<file path="config.mk">
export PLATFORM = sky130hd
export DESIGN_NAME = sap_1_controller_sequencer
export DESIGN_NICKNAME = d
export VERILOG_FILES = /design/src/rtl/sap_1_pkg.sv /design/src/rtl/sap_1_control_decode.sv /design/src/rtl/sap_1_controller_sequencer.sv
export SDC_FILE = /design/constraint.sdc
export NUM_CORES = 1
export LEC_CHECK = 0
export ABC_AREA = 1
export ABC_CLOCK_PERIOD_IN_PS = 1500
export CAP_MARGIN = 40
export CORE_MARGIN = 2
export CORE_UTILIZATION = 46
export DETAILED_ROUTE_END_ITERATION = 6
export PLACE_DENSITY = 0.79
export SLEW_MARGIN = 0
export SYNTH_ARGS = -nofsm -noshare
export SYNTH_HDL_FRONTEND = slang
export SYNTH_SLANG_ARGS = --single-unit
</file>
<file path="constraint.sdc">
create_clock -name CLK -period 1.5 [get_ports CLK]
set_input_delay 0.225 -clock CLK [delete_from_list [all_inputs] [get_ports CLK]]
set_output_delay 0.225 -clock CLK [all_outputs]
set_load 0.05 [all_outputs]
</file>
<file path="src/rtl/sap_1_pkg.sv">
// sap_1_pkg: shared opcodes, control-word bit positions/masks and T-state encodings for the SAP-1 controller.
// Control word layout [11:0] = {Cp, Ep, LMbar, CEbar, LIbar, EIbar, LAbar, EA, SU, EU, LBbar, LObar}.
package sap_1_pkg;
    localparam logic [3:0] OP_LDA = 4'h0;
    localparam logic [3:0] OP_ADD = 4'h1;
    localparam logic [3:0] OP_SUB = 4'h2;
    localparam logic [3:0] OP_OUT = 4'hE;
    localparam logic [3:0] OP_HLT = 4'hF;

    localparam int CB_CP = 11;
    localparam int CB_EP = 10;
    localparam int CB_LM = 9;
    localparam int CB_CE = 8;
    localparam int CB_LI = 7;
    localparam int CB_EI = 6;
    localparam int CB_LA = 5;
    localparam int CB_EA = 4;
    localparam int CB_SU = 3;
    localparam int CB_EU = 2;
    localparam int CB_LB = 1;
    localparam int CB_LO = 0;

    // Activating a signal means flipping its bit away from the idle level,
    // so every control word is CTRL_IDLE XOR a set of these masks.
    localparam logic [11:0] M_CP = 12'(1) << CB_CP;
    localparam logic [11:0] M_EP = 12'(1) << CB_EP;
    localparam logic [11:0] M_LM = 12'(1) << CB_LM;
    localparam logic [11:0] M_CE = 12'(1) << CB_CE;
    localparam logic [11:0] M_LI = 12'(1) << CB_LI;
    localparam logic [11:0] M_EI = 12'(1) << CB_EI;
    localparam logic [11:0] M_LA = 12'(1) << CB_LA;
    localparam logic [11:0] M_EA = 12'(1) << CB_EA;
    localparam logic [11:0] M_SU = 12'(1) << CB_SU;
    localparam logic [11:0] M_EU = 12'(1) << CB_EU;
    localparam logic [11:0] M_LB = 12'(1) << CB_LB;
    localparam logic [11:0] M_LO = 12'(1) << CB_LO;

    localparam logic [11:0] CTRL_IDLE = 12'h3E3;

    localparam logic [5:0] T_1 = 6'b000001;
    localparam logic [5:0] T_2 = 6'b000010;
    localparam logic [5:0] T_3 = 6'b000100;
    localparam logic [5:0] T_4 = 6'b001000;
    localparam logic [5:0] T_5 = 6'b010000;
    localparam logic [5:0] T_6 = 6'b100000;
    localparam logic [5:0] T_HALT = 6'b000000;
endpackage

</file>
<file path="src/rtl/sap_1_control_decode.sv">
// sap_1_control_decode: combinational control-word decode from T-state and opcode.
// Ports: en (1 = emit active word, else idle), t (one-hot T-state), op (effective opcode), control (12-bit word).
module sap_1_control_decode
    import sap_1_pkg::*;
(
    input  logic        en,
    input  logic [5:0]  t,
    input  logic [3:0]  op,
    output logic [11:0] control
);
    logic        lda, add, sub, out, alu;
    logic [11:0] mask;

    assign lda = op == OP_LDA;
    assign add = op == OP_ADD;
    assign sub = op == OP_SUB;
    assign out = op == OP_OUT;
    assign alu = add | sub;

    assign mask = !en ? 12'h000 :
                  t[0] ? (M_EP | M_LM) :
                  t[1] ? M_CP :
                  t[2] ? (M_CE | M_LI) :
                  t[3] ? ((lda | alu) ? (M_LM | M_EI) : out ? (M_EA | M_LO) : 12'h000) :
                  t[4] ? (lda ? (M_CE | M_LA) : alu ? (M_CE | M_LB) : 12'h000) :
                  t[5] ? (alu ? (M_LA | M_EU | (sub ? M_SU : 12'h000)) : 12'h000) :
                  12'h000;

    assign control = CTRL_IDLE ^ mask;
endmodule

</file>
<file path="src/rtl/sap_1_controller_sequencer.sv">
// sap_1_controller_sequencer: SAP-1 ring counter, halt, single-step, opcode latch and instruction counter.
// Ports: CLK, CLR (sync active-high), RUN, STEP, OPCODE in; CONTROL, ring_counter, HLT, INSTR_CNT out.
module sap_1_controller_sequencer
    import sap_1_pkg::*;
#(
    parameter int CNT_W = 8
) (
    input  logic             CLK,
    input  logic             CLR,
    input  logic             RUN,
    input  logic             STEP,
    input  logic [3:0]       OPCODE,
    output logic [11:0]      CONTROL,
    output logic [5:0]       ring_counter,
    output logic             HLT,
    output logic [CNT_W-1:0] INSTR_CNT
);
    logic       step_q;
    logic [3:0] op_q;
    logic       advance;
    logic [3:0] op_eff;

    assign advance = RUN | (STEP & ~step_q);
    // The IR is only guaranteed stable during T4; later states use the copy taken leaving T4.
    assign op_eff = ring_counter[3] ? OPCODE : op_q;

    // Idle whenever no edge will consume the word, so held states never repeat Cp or loads.
    sap_1_control_decode u_decode (
        .en      (advance & ~CLR & ~HLT),
        .t       (ring_counter),
        .op      (op_eff),
        .control (CONTROL)
    );

    always_ff @(posedge CLK) begin
        if (CLR) begin
            ring_counter <= T_1;
            HLT          <= 1'b0;
            INSTR_CNT    <= '0;
            op_q         <= OP_LDA;
            step_q       <= 1'b0;
        end else begin
            step_q <= STEP;
            if (advance && !HLT) begin
                if (ring_counter[3])
                    op_q <= OPCODE;
                if (ring_counter[3] && OPCODE == OP_HLT) begin
                    ring_counter <= T_HALT;
                    HLT          <= 1'b1;
                end else begin
                    ring_counter <= {ring_counter[4:0], ring_counter[5]};
                end
                if (ring_counter[5])
                    INSTR_CNT <= INSTR_CNT + CNT_W'(1);
            end
        end
    end
endmodule

</file>
==> results of run 1 <==
[metal layers]
layer	part of all wire (%)	wire, um	global-route usage [%]	vias up
li1	-	-	-	684
met4	3.5	164	15.0	0
met2	54	2520	58.9	78
met5	0	0	0	-
met1	37	1720	37.8	712
met3	6.4	301	6.94	19
[critical path: stages (launching register included)]
cell	delay, ns
dfxtp_4	0.41
nand2_1	0.17
nand2_4	0.09
nor2_4	0.16
nand2_1	0.09
nand2_2	0.10
nand3_4	0.09
nand2_1	0.08
inv_1	0.05
buf_6	0.14
[power groups by stage]
stage / registers [mW] / clock network, mW / logic (mW)
floorplan: 0.651 / 0 / 0.223
global placement: 0.602 / 0 / 0.465
detailed placement: 0.607 / 0 / 0.483
CTS: 0.597 / 0.327 / 0.562
global route: 0.604 / 0.349 / 0.645
finish: 0.601 / 0.326 / 0.615
[cell type report]
cell class,instances,area [sq um]
multi-input cells,120,787
repair buffers,67,777
flip-flops and latches,20,414
fillers,105,258
inverters,27,123
well taps,30,37.5
clock buffers,4,36.3
[timing repair]
action	in CTS	in global routing
pin swaps	12	6
endpoints found under the hold margin	0	0
gates resized for setup	34	13
buffers inserted	6	3
endpoints found under the setup margin	12	13
[path summary, 6_finish.rpt]
| path | from | endpoint | cells past startpoint |
|---|---|---|---|
| setup reg to reg | step_q | ring_counter[1] | 11 |
| hold / removal | STEP | step_q | 3 |
| setup / recovery | ring_counter[3] | CONTROL[5] | 9 |
| hold reg to reg | INSTR_CNT[1] | INSTR_CNT[1] | 2 |
[Yosys cell counts]
master / number
inv_6: 1
nand3_4: 1
o21bai_1: 1
inv_1: 22
dfxtp_1: 20
buf_6: 1
nor2_4: 1
o221ai_1: 1
xor2_1: 1
nand2_4: 2
buf_4: 1
o21ai_1: 6
inv_2: 4
nand2_2: 7
nand4_2: 1
nor2_2: 3
o21ai_0: 7
nor3b_1: 1
nor3_1: 8
a21oi_1: 12
nand2_1: 37
nand3_2: 1
a31oi_1: 2
nand3_1: 8
ha_1: 1
buf_2: 2
nor2_1: 17
nand4_1: 2
[flip-flops by register name (all words and copies together), names as in the netlist]
register / cells
HLT: 1
op_q: 4
INSTR_CNT: 8
step_q: 1
ring_counter: 6
[kinds of logic (layout without fill, tap and decap cells)]
logic type,Yosys count,in the layout,share of synthesized area (%)
buffers and inverters,31,98,11.8
AOI/OAI and AO/OA,29,29,13.4
and+or+nand+nor,89,89,38.2
DFF,20,20,34.8
xor gates and xnor gates,1,1,0.762
adders and majority gates,1,1,1.09
[metrics by stage]
| stage | instances | area [sq um] | worst slack [ns] | hold WS, ns |
|---|---|---|---|---|
| after floorplan | 171 | 1230 | -0.222 | 0.332 |
| after global placement | 255 | 1910 | -0.320 | 0.455 |
| after detailed placement | 255 | 1910 | -0.365 | 0.489 |
| after CTS | 265 | 2110 | -0.352 | 0.276 |
| after global routing | 268 | 2170 | -0.483 | 0.291 |
| final | 268 | 2170 | -0.404 | 0.292 |
[placed cells by master (no fill, tap or decap), types with 2 or more instances in the layout]
cell type,n
dfxtp_1,11
nor2_2,2
dlygate4sd2_1,2
o21ai_0,6
nand3_1,4
buf_4,34
a21oi_1,12
nor2_1,12
nor2_4,7
inv_2,5
inv_4,2
o21ai_1,3
nand2_1,29
nor3_1,6
buf_12,18
nand3_4,4
nand2_2,9
dfxtp_2,8
a31oi_1,2
clkdlybuf4s50_1,5
clkbuf_4,3
nand4_1,2
buf_6,7
inv_1,17
nand3_2,2
o21ai_2,4
nand2_4,8
nor3_2,2
==> impl_metrics.ini, run 1 <==
[flow_run]
drv_cap = 0

[outcome]
run_status = finished, violations left
violations = setup timing

[timing]
fmax_ghz = 0.525
setup-tns-final_ns = -3.82
hold_violations = 0
rsz0062_at_grt = yes
slew_viol_final = 0
setup_viol_count_final = 15
slew-limit-headroom_pct = 77.0
fin_crit_sh_pct = 127
tightest_slew_ns = 0.344
setup_ws_ns = -0.404
finalCriticalPeriod_ns = 1.90
fin_skew_ns = 0.00601

[power_and_ir_drop]
p_comb_share_pct = 39.9
finalPower_mw = 1.54
sw_frac_of_total_pct = 36.8
internal_power_mw = 0.974
p_clk_share_pct = 21.1
leakagePower_nw = 0.907
seq_power_share_pct = 39.0
p_sw_mw = 0.568
max-vdd-ir-drop_mv = 0.753
power_density_nw_per_um2 = 709

[logic_synthesis]
netlist.area_leader.share_pct = 34.8
ys_warn_count = 0
synth_seq_area_share_pct = 34.8
avgSynthCellArea_sq_um = 6.72
yosysTopAreaCell = dfxtp_1
synth_cell_type_count = 28
synthTopCellsByArea = dfxtp_1 (35%), nand2_1 (12%), inv_1 (7.2%)
ys_seq_elements = 20
syn-num-nets = 180
syn_area_sq_um = 1150
netlist_instances = 171

[cts]
cts.sinks = 20
cts_tree = built
cts-root-buf = clkbuf_4
cts.path.max_buffers = 2
htreeDepth = 1
clock_latency_ns = 0.31
numCtsBuffers = 3
clk_pin_slew_ns = 0.11
postCtsHoldBufs = 0

[floorplan]
io_pins = 35
rows = 18
die_y_um = 54.0
die_x_um = 54.0
core_sq_um = 2430
start_util_pct = 47.3
fp.dieArea_sq_um = 2920

[critical_path]
rrSetupSlack_ns = -0.05
worstSetupPathType = flop to output pin
path_max_fanout = 7
critPathArrivalTime_ns = 1.68
cp-start-kind = flop
critPathRequiredTime_ns = 1.27
cp-end-kind = output pin

[layout]
areaGrowthSynthToFinish_pct = 89.1
layout-drive-gt1-share_pct = 51.7
n_antenna_cell = 0
fin_util_pct = 89.4
final_net_count = 248

[placed_design]
hpwl_um = 2830
place_congestion = 0.813
io_buffers = 34

[routing]
vias = 1493
routed_via_density = 5.57
ant_nets = 0
drc = 0
drt_iter0_drc = 72
dr.pass1.iters = 4
avgRoutedWirePerCell_um = 17.6
wl_um = 4710

[global_route]
grt.overflow.total = 0
grt_max_degree = 14
grt_pass1_vias = 1475
grt_util_all_layers_pct = 33.2
grt_pass1_wl_um = 6790
grt_antenna_before_repair = 0

[worst_hold_path]
hp-class = input port to flop
(Power assumes the default switching activity.)
==> run 2, diff against run 1 <==
--- a/config.mk
+++ b/config.mk
@@ -11,6 +11,7 @@
 export CORE_MARGIN = 2
 export CORE_UTILIZATION = 46
 export DETAILED_ROUTE_END_ITERATION = 6
+export MAX_ROUTING_LAYER = met4
 export PLACE_DENSITY = 0.79
 export SLEW_MARGIN = 0
 export SYNTH_ARGS = -nofsm -noshare
==> impl_metrics.ini, run 2 (synthesis results as in run 1) <==
[critical_path]
rr_worst_depth = 11
cp-end-kind = output pin
crit_start = ring_counter[3]
cp_num_cells = 9
timing.rr.end = ring_counter[1]
path_cells = nand2_1 -> nand2_4 -> nor2_4 -> nand2_1 -> nand2_2 -> nand3_4 -> nand2_1 -> inv_1 -> buf_6
crit_family = simple AND/OR/NAND/NOR gates
rrSetupSlack_ns = -0.05
cp-start-kind = flop
cp-endpoint = CONTROL[5]
path_max_fanout = 7
crit_buf_inv = 2
slowest_stage = dfxtp_4
worstSetupPathType = flop to output pin
reg2reg_from = step_q
critPathRequiredTime_ns = 1.27
critPathArrivalTime_ns = 1.70
critPathMaxStageDelay_ns = 0.41
crit_top_cell = nand2_1

[worst_hold_path]
hp-class = input port to flop

[cts]
numCtsBuffers = 3
cts.sinks = 20
cts-root-buf = clkbuf_4
htreeDepth = 1
cts.path.max_buffers = 2
postCtsHoldBufs = 0
clock_latency_ns = 0.31
cts_tree = built
clk_pin_slew_ns = 0.12

[routing]
vias = 1528
dr.pass1.iters = 5
drc = 0
ant_nets = 0
drt_iter0_drc = 65
wl_um = 4700
routed_via_density = 5.70
avgRoutedWirePerCell_um = 17.5

[timing]
fin_crit_sh_pct = 129
fmax_ghz = 0.518
finalCriticalPeriod_ns = 1.93
fin_skew_ns = 0.00329
setup-tns-final_ns = -4.08
setup_viol_count_final = 15
slew_viol_final = 0
setup_ws_ns = -0.430
tightest_slew_ns = 0.344
whs_ns = 0.288
hold_violations = 0
slew-limit-headroom_pct = 77.0
rsz0062_at_grt = yes

[placed_design]
hpwl_um = 2830
placed_cells = 255
io_buffers = 34
place_congestion = 0.825

[layout]
layout-drive-gt1-share_pct = 51.7
reg_top3 = INSTR_CNT (8), ring_counter (6), op_q (4)
final_cell_mix = buf_4 (34), nand2_1 (29), buf_12 (18), inv_1 (17)
multi_input_area_sq_um = 787
largest_reg_flops = 8
nFillCells = 105
regMostFlops = INSTR_CNT
final_net_count = 248
ff_latch_area_sq_um = 414
n_antenna_cell = 0
final_common_cell = buf_4
areaGrowthSynthToFinish_pct = 89.1
final_cells = 268

[power_and_ir_drop]
leakagePower_nw = 0.907
max-vdd-ir-drop_mv = 0.754
power_density_nw_per_um2 = 712

[global_route]
grt_util_all_layers_pct = 34.1
grt_pass1_wl_um = 6800
grt_pass1_vias = 1477
grt.overflow.total = 0
grt_antenna_before_repair = 0
grt_max_degree = 14

[outcome]
run_status = finished, violations left
violations = setup timing

[floorplan]
fp.dieArea_sq_um = 2920
core_sq_um = 2430
io_pins = 35
die_x_um = 54.0
start_util_pct = 47.3
die_y_um = 54.0
rows = 18

[flow_run]
drv_cap = 0
==> run 2: power by group <==
part	switching, mW	internal [mW]	total, mW
clock	0.183	0.149	0.331
sequential	0.0394	0.562	0.601
combinational	0.351	0.264	0.615
total	0.573	0.974	1.55
==> run 2: final cells by class <==
type / count / area share, %
inverters: 27 / 5.64
repair buffers: 67 / 35.7
flip-flops and latches: 20 / 19.0
clock buffers: 4 / 1.67
well taps: 30 / 1.73
multi-input cells: 120 / 36.2
==> run 2: worst reg2reg max path, stage by stage, from the launching register on <==
cell,delay [ns]
dfxtp_2,0.34
inv_2,0.03
nand2_2,0.07
nand2_4,0.07
buf_6,0.12
nand2_2,0.06
inv_2,0.05
buf_4,0.13
buf_4,0.12
buf_4,0.18
o21ai_0,0.20
a21oi_1,0.08
==> run 2: how the worst min path moves through the flow <==
stage | start | end | slack (ns) | depth (start not counted)
floorplan | STEP | step_q | 0.33 | 2
finish | STEP | step_q | 0.29 | 3
global route | STEP | step_q | 0.29 | 3
CTS | STEP | step_q | 0.28 | 3
global placement | op_q[1] | op_q[1] | 0.45 | 2
detailed placement | op_q[1] | op_q[1] | 0.49 | 2
==> run 2: timing repair <==
action / CTS / global route
buffers inserted: 6 / 3
pin swaps: 12 / 6
hold endpoints to repair: 0 / 0
resized for setup: 34 / 13
setup endpoints to repair: 12 / 13
==> run 2: through the flow <==
step	setup slack, ns	instance area [sq um]	total power [mW]	util, %
2_1_floorplan	-0.222	1230	0.875	-
3_3_place_gp	-0.320	1910	1.07	78.7
3_5_place_dp	-0.365	1910	1.09	78.7
4_1_cts	-0.352	2110	1.49	86.8
5_1_grt	-0.482	2170	1.60	89.4
6_report	-0.430	2170	1.55	89.4
==> run 2: routing by layer <==
metal | track usage (%) | part of all wire (%)
met5 | - | 0
met4 | 15.0 | 4.1
met2 | 58.7 | 53
met3 | 6.94 | 6.2
met1 | 38.0 | 37
==> run 3, diff against run 2 <==
--- a/config.mk
+++ b/config.mk
@@ -6,7 +6,7 @@
 export NUM_CORES = 1
 export LEC_CHECK = 0
 export ABC_AREA = 1
-export ABC_CLOCK_PERIOD_IN_PS = 1500
+export ABC_CLOCK_PERIOD_IN_PS = 1900
 export CAP_MARGIN = 40
 export CORE_MARGIN = 2
 export CORE_UTILIZATION = 46
==> constraint.sdc (replaced) <==
create_clock -name CLK -period 1.9 [get_ports CLK]
set_input_delay 0.285 -clock CLK [delete_from_list [all_inputs] [get_ports CLK]]
set_output_delay 0.285 -clock CLK [all_outputs]
set_load 0.05 [all_outputs]
==> impl_metrics.ini, run 3 (synthesis results as in run 1) <==
[routing]
routed_via_density = 5.10
dr.pass1.iters = 6
avgRoutedWirePerCell_um = 11.8
vias = 1239
ant_nets = 0
drt_iter0_drc = 19
drc = 0
wl_um = 2870

[global_route]
grt_max_degree = 15
grt_pass1_vias = 1207
grt_pass1_wl_um = 4800
grt_antenna_before_repair = 0
grt_util_all_layers_pct = 22.8
grt.overflow.total = 0

[cts]
numCtsBuffers = 3
cts-root-buf = clkbuf_4
clock_latency_ns = 0.29
cts_tree = built
clk_pin_slew_ns = 0.10
cts.sinks = 20
htreeDepth = 1
cts.path.max_buffers = 2

[power_and_ir_drop]
p_sw_mw = 0.346
power_density_nw_per_um2 = 560
sw_frac_of_total_pct = 35.2
max-vdd-ir-drop_mv = 0.437
leakagePower_nw = 0.783
p_comb_share_pct = 33.1
finalPower_mw = 0.984
internal_power_mw = 0.637
p_clk_share_pct = 19.2
seq_power_share_pct = 47.6

[critical_path]
path_max_fanout = 4
rrSetupSlack_ns = 0.61
reg2reg_from = step_q
cp-end-kind = output pin
crit_top_cell = nand2_1
rr_worst_depth = 9
crit_family = simple AND/OR/NAND/NOR gates
critPathRequiredTime_ns = 1.62
critPathMaxStageDelay_ns = 0.43
crit_buf_inv = 3
critPathArrivalTime_ns = 1.59
worstSetupPathType = input port to output pin
crit_start = OPCODE[3]
path_cells = clkdlybuf4s50_1 -> nand2_1 -> nand2_4 -> nor2_4 -> nand2_1 -> nand2_2 -> nand3_2 -> nand2_1 -> inv_1 -> buf_6
cp-start-kind = input port
slowest_stage = clkdlybuf4s50_1
timing.rr.end = INSTR_CNT[7]

[worst_hold_path]
hold_depth = 2
hp-class = flop to flop
min_from = op_q[1]
whs_endpoint = op_q[1]

[timing]
slew-limit-headroom_pct = 66.5
hold_violations = 0
tightest_slew_ns = 0.501
rsz0062_at_grt = yes
slew_viol_final = 0
fmax_ghz = 0.532
fin_crit_sh_pct = 98.9
setup_viol_count_final = 0
finalCriticalPeriod_ns = 1.88
whs_ns = 0.478
fin_skew_ns = 0.00328

[floorplan]
die_y_um = 54.0
rows = 18
fp.dieArea_sq_um = 2920
die_x_um = 54.0
io_pins = 35
core_sq_um = 2430
start_util_pct = 47.3

[placed_design]
io_buffers = 34
place_congestion = 0.850
hpwl_um = 2240

[layout]
final_common_cell = nand2_1
final_net_count = 224
n_antenna_cell = 0
areaGrowthSynthToFinish_pct = 52.9
largest_reg_flops = 8
reg_top3 = INSTR_CNT (8), ring_counter (6), op_q (4)
layout-drive-gt1-share_pct = 28.6
regMostFlops = INSTR_CNT
final_cell_mix = nand2_1 (33), inv_1 (21), dfxtp_1 (19), nor2_1 (13), clkdlybuf4s50_1 (13)

[outcome]
run_status = completed

[flow_run]
drv_cap = 0
[run 3: worst max path at each step]
stage | end | cells past startpoint
final | CONTROL[5] | 10
after CTS | CONTROL[8] | 8
after detailed placement | CONTROL[5] | 9
after global placement | CONTROL[5] | 9
after floorplan | CONTROL[10] | 5
after global routing | CONTROL[5] | 10
[run 3: through the flow]
| step | cell area [sq um] | setup slack [ns] | utilization, % | setup TNS [ns] | std cells |
|---|---|---|---|---|---|
| 6_report | 1760 | 0.0200 | 72.3 | 0 | 243 |
| 5_1_grt | 1760 | -0.0940 | 72.3 | -0.292 | 243 |
| 4_1_cts | 1700 | -0.00644 | 69.8 | -0.00644 | 243 |
| 3_5_place_dp | 1640 | -0.0309 | 67.5 | -0.0353 | 238 |
| 3_3_place_gp | 1640 | 0.0144 | 67.5 | 0 | 238 |
| 2_1_floorplan | 1160 | 0.0244 | - | 0 | 171 |
[run 3: power by group through the flow]
stage	logic [mW]	registers, mW	clock network, mW
after CTS	0.306	0.468	0.207
after detailed placement	0.295	0.479	0
after global placement	0.291	0.478	0
after global routing	0.353	0.473	0.223
final	0.326	0.469	0.189
after floorplan	0.162	0.512	0
[run 3: repair_timing]
item / CTS / global route
endpoints found under the hold margin: 0 / 0
gates resized for setup: 6 / 21
buffers inserted: 2 / 0
hold buffers: 0 / 0
pin swaps: 1 / 4
setup endpoints to repair: 10 / 14
[run 3: area by class of cell]
type | instances | area, sq um
multi-input cells | 120 | 674
fillers | 190 | 674
repair buffers | 43 | 510
flip-flops and latches | 20 | 404
inverters | 27 | 109
well taps | 30 | 37.5
clock buffers | 3 | 22.5
[run 3: worst reg2reg max path: stages (launching register included)]
cell,delay (ns)
dfxtp_1,0.31
inv_1,0.04
nand2_1,0.05
nand2_2,0.10
buf_4,0.14
nand3_4,0.12
nor2_1,0.22
nand3_1,0.10
nand2_1,0.07
nor2_1,0.03
[run 3: routing by layer]
metal	global-route usage [%]	wire length [um]
met5	-	0
met4	9.17	25
met3	1.94	122
met2	41.3	1550
met1	25.6	1180
